`src/rtl/jtframe_info_pkg.sv`:
```
// Shared types and constants for the system-info status scanner.
package jtframe_info_pkg;

  typedef enum logic [1:0] {
    IDLE    = 2'd0,
    SETUP   = 2'd1,
    CAPTURE = 2'd2,
    SWAP    = 2'd3
  } state_t;

  // Entry 0 sits in the least significant byte.
  localparam logic [63:0] DEFAULT_ADDR_LIST = {
    8'h80, 8'h41, 8'h40, 8'h03, 8'h02, 8'h01, 8'h00, 8'h00
  };

endpackage

```
`src/rtl/jtframe_info_scan_if.sv`:
```
// Status bus plus host read port of the info scanner.
interface jtframe_info_scan_if #(
  parameter int AW = 3
);

  logic [7:0]    st_addr;
  logic [7:0]    st_dout;
  logic [AW-1:0] rd_addr;
  logic [7:0]    rd_dout;

  // The scanner owns st_addr and answers host reads.
  modport master (
    output st_addr,
    input  st_dout,
    input  rd_addr,
    output rd_dout
  );

  // System-info block and host side.
  modport slave (
    input  st_addr,
    output st_dout,
    output rd_addr,
    input  rd_dout
  );

endinterface

```
`src/rtl/jtframe_info_bank.sv`:
```
// Double-buffered snapshot file: the scanner fills the back bank while the host
// reads the front bank; a toggle swaps them atomically.
module jtframe_info_bank #(
  parameter int ENTRIES = 8,
  parameter int AW      = 3,
  parameter int IW      = 3
) (
  input  logic          clk,
  input  logic          clr,
  input  logic [IW-1:0] wr_idx,
  input  logic [7:0]    wr_data,
  input  logic          wr_en,
  input  logic          toggle,
  input  logic [AW-1:0] rd_addr,
  output logic [7:0]    rd_dout
);

  logic [7:0] mem [2][ENTRIES];
  logic       fsel;
  logic       bsel;
  logic [7:0] rd_word;

  assign bsel = ~fsel;

  // Addresses beyond the scanned list fall through to zero.
  always_comb begin
    rd_word = '0;
    for (int i = 0; i < ENTRIES; i++) begin
      if (rd_addr == AW'(i)) rd_word = mem[fsel][i];
    end
  end

  // NOTE: the banks are plain flops, so a synchronous clear of every word is
  // legal here; a RAM-mapped array could not be reset this way.
  always_ff @(posedge clk) begin
    if (clr) begin
      fsel    <= 1'b0;
      rd_dout <= '0;
      for (int b = 0; b < 2; b++) begin
        for (int i = 0; i < ENTRIES; i++) mem[b][i] <= '0;
      end
    end else begin
      // Uses fsel before the edge: a read in the swap cycle sees the old bank.
      rd_dout <= rd_word;
      if (toggle) fsel <= bsel;
      if (wr_en) begin
        for (int i = 0; i < ENTRIES; i++) begin
          if (wr_idx == IW'(i)) mem[bsel][i] <= wr_data;
        end
      end
    end
  end

endmodule

```
`src/rtl/jtframe_info_scan.sv`:
```
// Once-per-frame scheduler that walks the status bus and publishes a
// frame-consistent snapshot to a host read port.
module jtframe_info_scan
  import jtframe_info_pkg::*;
#(
  parameter int                     ENTRIES   = 8,
  parameter int                     AW        = 3,
  parameter int                     WAIT      = 2,
  parameter logic [ENTRIES*8-1:0]   ADDR_LIST = DEFAULT_ADDR_LIST
) (
  input  logic                clk,
  input  logic                rst,
  input  logic                LVBL,
  input  logic                en,
  jtframe_info_scan_if.master bus,
  output logic                busy,
  output logic                done,
  output logic [7:0]          ovr_cnt
);

  localparam int IW = $clog2(ENTRIES);
  localparam int WW = (WAIT > 1) ? $clog2(WAIT) : 1;

  state_t        state, state_nx;
  logic [IW-1:0] idx, idx_nx;
  logic [WW-1:0] cnt, cnt_nx;
  logic [7:0]    addr, addr_nx;
  logic          lvbl_l;
  logic          trig;
  logic          wr_en;
  logic          toggle;

  function automatic logic [7:0] list_entry(input int i);
    return ADDR_LIST[i*8 +: 8];
  endfunction

  assign trig        = lvbl_l & ~LVBL;
  assign bus.st_addr = addr;
  assign busy        = (state != IDLE);
  assign done        = (state == SWAP);

  // NOTE: every signal written here gets a default first, so no path can
  // leave one unassigned and infer a latch.
  always_comb begin
    state_nx = state;
    idx_nx   = idx;
    cnt_nx   = cnt;
    addr_nx  = addr;
    wr_en    = 1'b0;
    toggle   = 1'b0;
    case (state)
      IDLE: begin
        if (trig && en) begin
          state_nx = SETUP;
          idx_nx   = '0;
          cnt_nx   = '0;
          addr_nx  = list_entry(0);
        end
      end
      SETUP: begin
        // Hold the address long enough for the registered bus to settle.
        if (cnt == WW'(WAIT - 1)) state_nx = CAPTURE;
        else                      cnt_nx   = cnt + 1'b1;
      end
      CAPTURE: begin
        wr_en = 1'b1;
        if (idx == IW'(ENTRIES - 1)) begin
          state_nx = SWAP;
        end else begin
          state_nx = SETUP;
          idx_nx   = idx + 1'b1;
          cnt_nx   = '0;
          addr_nx  = list_entry(int'(idx) + 1);
        end
      end
      SWAP: begin
        toggle   = 1'b1;
        state_nx = IDLE;
      end
      default: state_nx = IDLE;
    endcase
  end

  // NOTE: state registers use non-blocking assignments so every flop samples
  // the pre-edge values, independent of statement order.
  always_ff @(posedge clk) begin
    if (rst) begin
      state   <= IDLE;
      idx     <= '0;
      cnt     <= '0;
      addr    <= '0;
      lvbl_l  <= 1'b0;
      ovr_cnt <= '0;
    end else begin
      state  <= state_nx;
      idx    <= idx_nx;
      cnt    <= cnt_nx;
      addr   <= addr_nx;
      lvbl_l <= LVBL;
      if (trig && busy && ovr_cnt != 8'hFF) ovr_cnt <= ovr_cnt + 8'd1;
    end
  end

  jtframe_info_bank #(
    .ENTRIES (ENTRIES),
    .AW      (AW),
    .IW      (IW)
  ) u_bank (
    .clk     (clk),
    .clr     (rst),
    .wr_idx  (idx),
    .wr_data (bus.st_dout),
    .wr_en   (wr_en),
    .toggle  (toggle),
    .rd_addr (bus.rd_addr),
    .rd_dout (bus.rd_dout)
  );

`ifndef SYNTHESIS
  always_ff @(posedge clk) begin
    assert (WAIT >= 1 && ENTRIES >= 2 && ENTRIES <= 2**AW)
      else $error("jtframe_info_scan: illegal WAIT/ENTRIES/AW combination");
  end
`endif

endmodule

```
`src/flat_wrapper.sv`:
```
// flat-port wrapper written by rule: the top's interface ports become plain ports
module jtframe_info_scan_flat import jtframe_info_pkg::*;
#(
  parameter int                     ENTRIES   = 8,
  parameter int                     AW        = 3,
  parameter int                     WAIT      = 2,
  parameter logic [ENTRIES*8-1:0]   ADDR_LIST = DEFAULT_ADDR_LIST
)
  (clk, rst, LVBL, en, busy, done, ovr_cnt, bus_st_addr, bus_st_dout, bus_rd_addr, bus_rd_dout);
  jtframe_info_scan_if #(.AW(AW)) bus_i ();
  input  logic clk;
  input  logic rst;
  input  logic LVBL;
  input  logic en;
  output logic busy;
  output logic done;
  output logic [7:0] ovr_cnt;
  output wire logic [$bits(bus_i.st_addr)-1:0] bus_st_addr;
  input wire logic [$bits(bus_i.st_dout)-1:0] bus_st_dout;
  input wire logic [$bits(bus_i.rd_addr)-1:0] bus_rd_addr;
  output wire logic [$bits(bus_i.rd_dout)-1:0] bus_rd_dout;
  assign bus_st_addr = bus_i.st_addr;
  assign bus_i.st_dout = bus_st_dout;
  assign bus_i.rd_addr = bus_rd_addr;
  assign bus_rd_dout = bus_i.rd_dout;
  jtframe_info_scan #(.ENTRIES(ENTRIES), .AW(AW), .WAIT(WAIT), .ADDR_LIST(ADDR_LIST)) u_core (.clk(clk), .rst(rst), .LVBL(LVBL), .en(en), .bus(bus_i), .busy(busy), .done(done), .ovr_cnt(ovr_cnt));
endmodule
```
`config.mk`:
```
export PLATFORM = sky130hd
export DESIGN_NAME = jtframe_info_scan_flat
export DESIGN_NICKNAME = d
export VERILOG_FILES = /design/src/rtl/jtframe_info_pkg.sv /design/src/rtl/jtframe_info_scan_if.sv /design/src/rtl/jtframe_info_bank.sv /design/src/rtl/jtframe_info_scan.sv /design/src/flat_wrapper.sv
export SDC_FILE = /design/constraint.sdc
export NUM_CORES = 1
export LEC_CHECK = 0
export CELL_PAD_IN_SITES_DETAIL_PLACEMENT = 0
export CELL_PAD_IN_SITES_GLOBAL_PLACEMENT = 1
export CORE_MARGIN = 10
export CORE_UTILIZATION = 53
export CTS_CLUSTER_DIAMETER = 60
export DETAILED_ROUTE_END_ITERATION = 8
export PLACE_DENSITY_LB_ADDON = 0.25
export SYNTH_ARGS = -nofsm -noshare
export SYNTH_HDL_FRONTEND = slang
export SYNTH_SLANG_ARGS = --single-unit
```
`constraint.sdc`:
```
create_clock -name clk -period 3.2 [get_ports clk]
set_input_delay 0.8 -clock clk [delete_from_list [all_inputs] [get_ports clk]]
set_output_delay 0.8 -clock clk [all_outputs]
set_load 0.01 [all_outputs]
```
==> flow_summary.json <==
{
  "outcome": "completed",
  "combPwrFrac_pct": 5.3,
  "wirelength_um": 17600,
  "route.vias.total": 4502,
  "vdd_ir_drop_max_v": 0.000359,
  "grt_max_degree": 36,
  "grtUsageTotal_pct": 19.9,
  "drive_gt1_share_pct": 11.9,
  "fin_crit_ps": 2440,
  "cp.required_ps": 2400,
  "clockBufferDepth": 2,
  "n_antenna_cell": 0,
  "synth_area_per_cell_um2": 13.1,
  "cts_setup_buffers": 0,
  "hold_buffers": 0,
  "clkTransAtPathRegs_ps": 60,
  "met1_usage_pct": 27.3,
  "layout_commonest_cell": "edfxtp_1",
  "drc_errors": 0,
  "dieArea_um2": 18600,
  "ys_ff_latch": 157,
  "cap_violations": 0,
  "area_growth_pct": 15.6,
  "final_nets": 608,
  "drtPass1Iterations": 4,
  "final_cell_area_um2": 8280,
  "synthCells": 547,
  "final_cell_mix": "128 x edfxtp_1, 58 x mux2i_1, 42 x and2_1, 42 x o21ai_0, 41 x and3_1",
  "pwr-share-clk_pct": 45.5,
  "ys_seq_area_share_pct": 61.7,
  "power.density_nw_per_um2": 562,
  "port_buffers": 36,
  "htreeDepth": 4,
  "core_um2": 13200,
  "cp-end-kind": "output pin",
  "grt_pass1_vias": 4444,
  "root_buffer": "clkbuf_16",
  "crit_path_start_kind": "register",
  "fin_crit_sh_pct": 76.4,
  "grt_remaining_overflow": 0,
  "mappedNetlistArea_um2": 7170,
  "slew_violations": 0,
  "antenna_found_initial": 0,
  "met3_usage_pct": 4.35,
  "die_w_um": 136,
  "ios": 41,
  "yosysWarnings": 0,
  "leakagePower_uw": 0.00306,
  "cts_sinks": 157,
  "seqPwrFrac_pct": 49.2,
  "ant_nets": 0,
  "path_class": "register to output pin",
  "fp-row-count": 42,
  "clock_skew_ps": 7.07,
  "dp_hpwl_um": 12600,
  "cp_max_fo": 8,
  "cts_resized": 0,
  "max_slew_margin_pct": 29.7,
  "routed_via_density": 5.81,
  "wire_per_inst_um": 22.8,
  "hold_violations": 0,
  "arrival_ps": 1640,
  "power_switching_share_pct": 21.2,
  "die_h_um": 136,
  "cts_buffers": 17,
  "use_met2_pct": 30.5,
  "worst_hold_path_type": "register to register",
  "gr-max-usage-layer": "met2",
  "p_sw_uw": 988,
  "rsz0062_at_grt": "false",
  "worst_pin_slew_ps": 1050,
  "setup_viol": 0,
  "synth.distinct_cells": 52,
  "gp_congestion": 0.863,
  "tritoncts": "built",
  "timing.fmax_mhz": 409,
  "p_int_uw": 3670,
  "place_area_um2": 7660,
  "setup_tns_ps": 0,
  "initial_core_util_pct": 54.1,
  "drt_iter0_drc": 548,
  "grt_pass1_wl_um": 27100,
  "clock_latency_ps": 430
}
## worst max-delay path, stage by stage (launching register included)
cell and delay (ps):
dfxtp_1 360, or2_2 350, clkdlybuf4s50_1 510
## flip-flops by register name, indices dropped and copies added, names as in the netlist, named ones only
register,cells
u_core.lvbl_l,1
u_core.cnt,1
u_core.state,2
u_core.u_bank.fsel,1
u_core.ovr_cnt,8
u_core.idx,3
u_core.u_bank.rd_dout,8
u_core.u_bank.mem,128
u_core.bus.st_addr,4
## Yosys cell counts (all sizes together)
| cell type | count | area share [%] |
|---|---|---|
| o31a | 2 | 0.24 |
| o21bai | 2 | 0.26 |
| a31o | 2 | 0.24 |
| and3b | 1 | 0.12 |
| and3 | 42 | 3.7 |
| buf | 25 | 2.7 |
| nor2b | 5 | 0.44 |
| inv | 7 | 0.37 |
| conb | 1 | 0.052 |
| a22oi | 1 | 0.10 |
| and4bb | 1 | 0.17 |
| mux2i | 58 | 8.1 |
| xor2 | 1 | 0.12 |
| o22ai | 8 | 0.70 |
| a21o | 17 | 1.8 |
| ha | 7 | 1.2 |
| nand4 | 1 | 0.087 |
| nand2 | 6 | 0.31 |
| clkbuf | 12 | 0.65 |
| nor3 | 8 | 0.79 |
| nor4 | 1 | 0.087 |
| a21oi | 7 | 0.49 |
| and2b | 2 | 0.21 |
| or2 | 6 | 0.52 |
| nor2 | 35 | 1.9 |
| o21ai | 42 | 2.9 |
| nand2b | 7 | 0.65 |
| nand3 | 6 | 0.42 |
| o21a | 8 | 0.84 |
| o211ai | 1 | 0.30 |
| a221oi | 8 | 1.7 |
| and2 | 42 | 3.7 |
| mux2 | 8 | 1.3 |
| a211oi | 1 | 0.17 |
| edfxtp | 128 | 54 |
| dfxtp | 29 | 8.1 |
| o41a | 1 | 0.16 |
| or3 | 2 | 0.17 |
| a31oi | 1 | 0.087 |
| xnor2 | 5 | 0.61 |
## worst paths after layout
check                        startpoint                        to  slack [ps]  cells after the start
hold / removal    u_core.bus.st_addr[7]     u_core.bus.st_addr[7]         500                      2
hold reg to reg   u_core.bus.st_addr[7]     u_core.bus.st_addr[7]         500                      2
setup reg to reg          u_core.idx[0]  u_core.u_bank.mem[1][20]         870                      5
setup / recovery        u_core.state[1]                      busy         760                      2
## stage by stage
step | setup slack, ps | instances | power [µW] | hold WS [ps] | utilization, %
final | 756 | 775 | 4660 | 495 | 62.5
after global routing | 654 | 775 | 4780 | 529 | 62.5
after CTS | 739 | 775 | 4670 | 506 | 62.5
after detailed placement | 508 | 743 | 2580 | 488 | 57.9
after global placement | 552 | 743 | 2580 | 476 | 57.9
after floorplan | 1130 | 550 | 2460 | 479 | -
## layout make-up
type | count | area, µm²
clock buffers | 18 | 429
multi-input cells | 349 | 2490
clock inverters | 14 | 191
inverters | 7 | 26.3
fillers | 1049 | 4960
well taps | 176 | 220
flip-flops and latches | 157 | 4430
repair buffers | 54 | 495
## routing by layer
metal	wire length [µm]	part of all wire, %
met5	0	0
met4	299	1.7
met3	1250	7.1
met2	8240	47
met1	7860	45
## logic make-up after synthesis
kind of cell	count (synthesis)	share of synthesized area [%]
fa+ha+maj	7	1.22
xor+xnor	6	0.733
mux	66	9.36
compound gates	101	9.99
flops	157	61.7
simple gates	165	13.3
buf+inv	44	3.67
other cells	1	0.0523
## power by group through the flow
stage	Clock, µW	Sequential [µW]	Combinational [µW]
floorplan	0	2330	129
global placement	0	2330	243
detailed placement	0	2340	243
CTS	2130	2290	245
global route	2220	2300	264
finish	2120	2290	245
(Power assumes the default switching activity.)
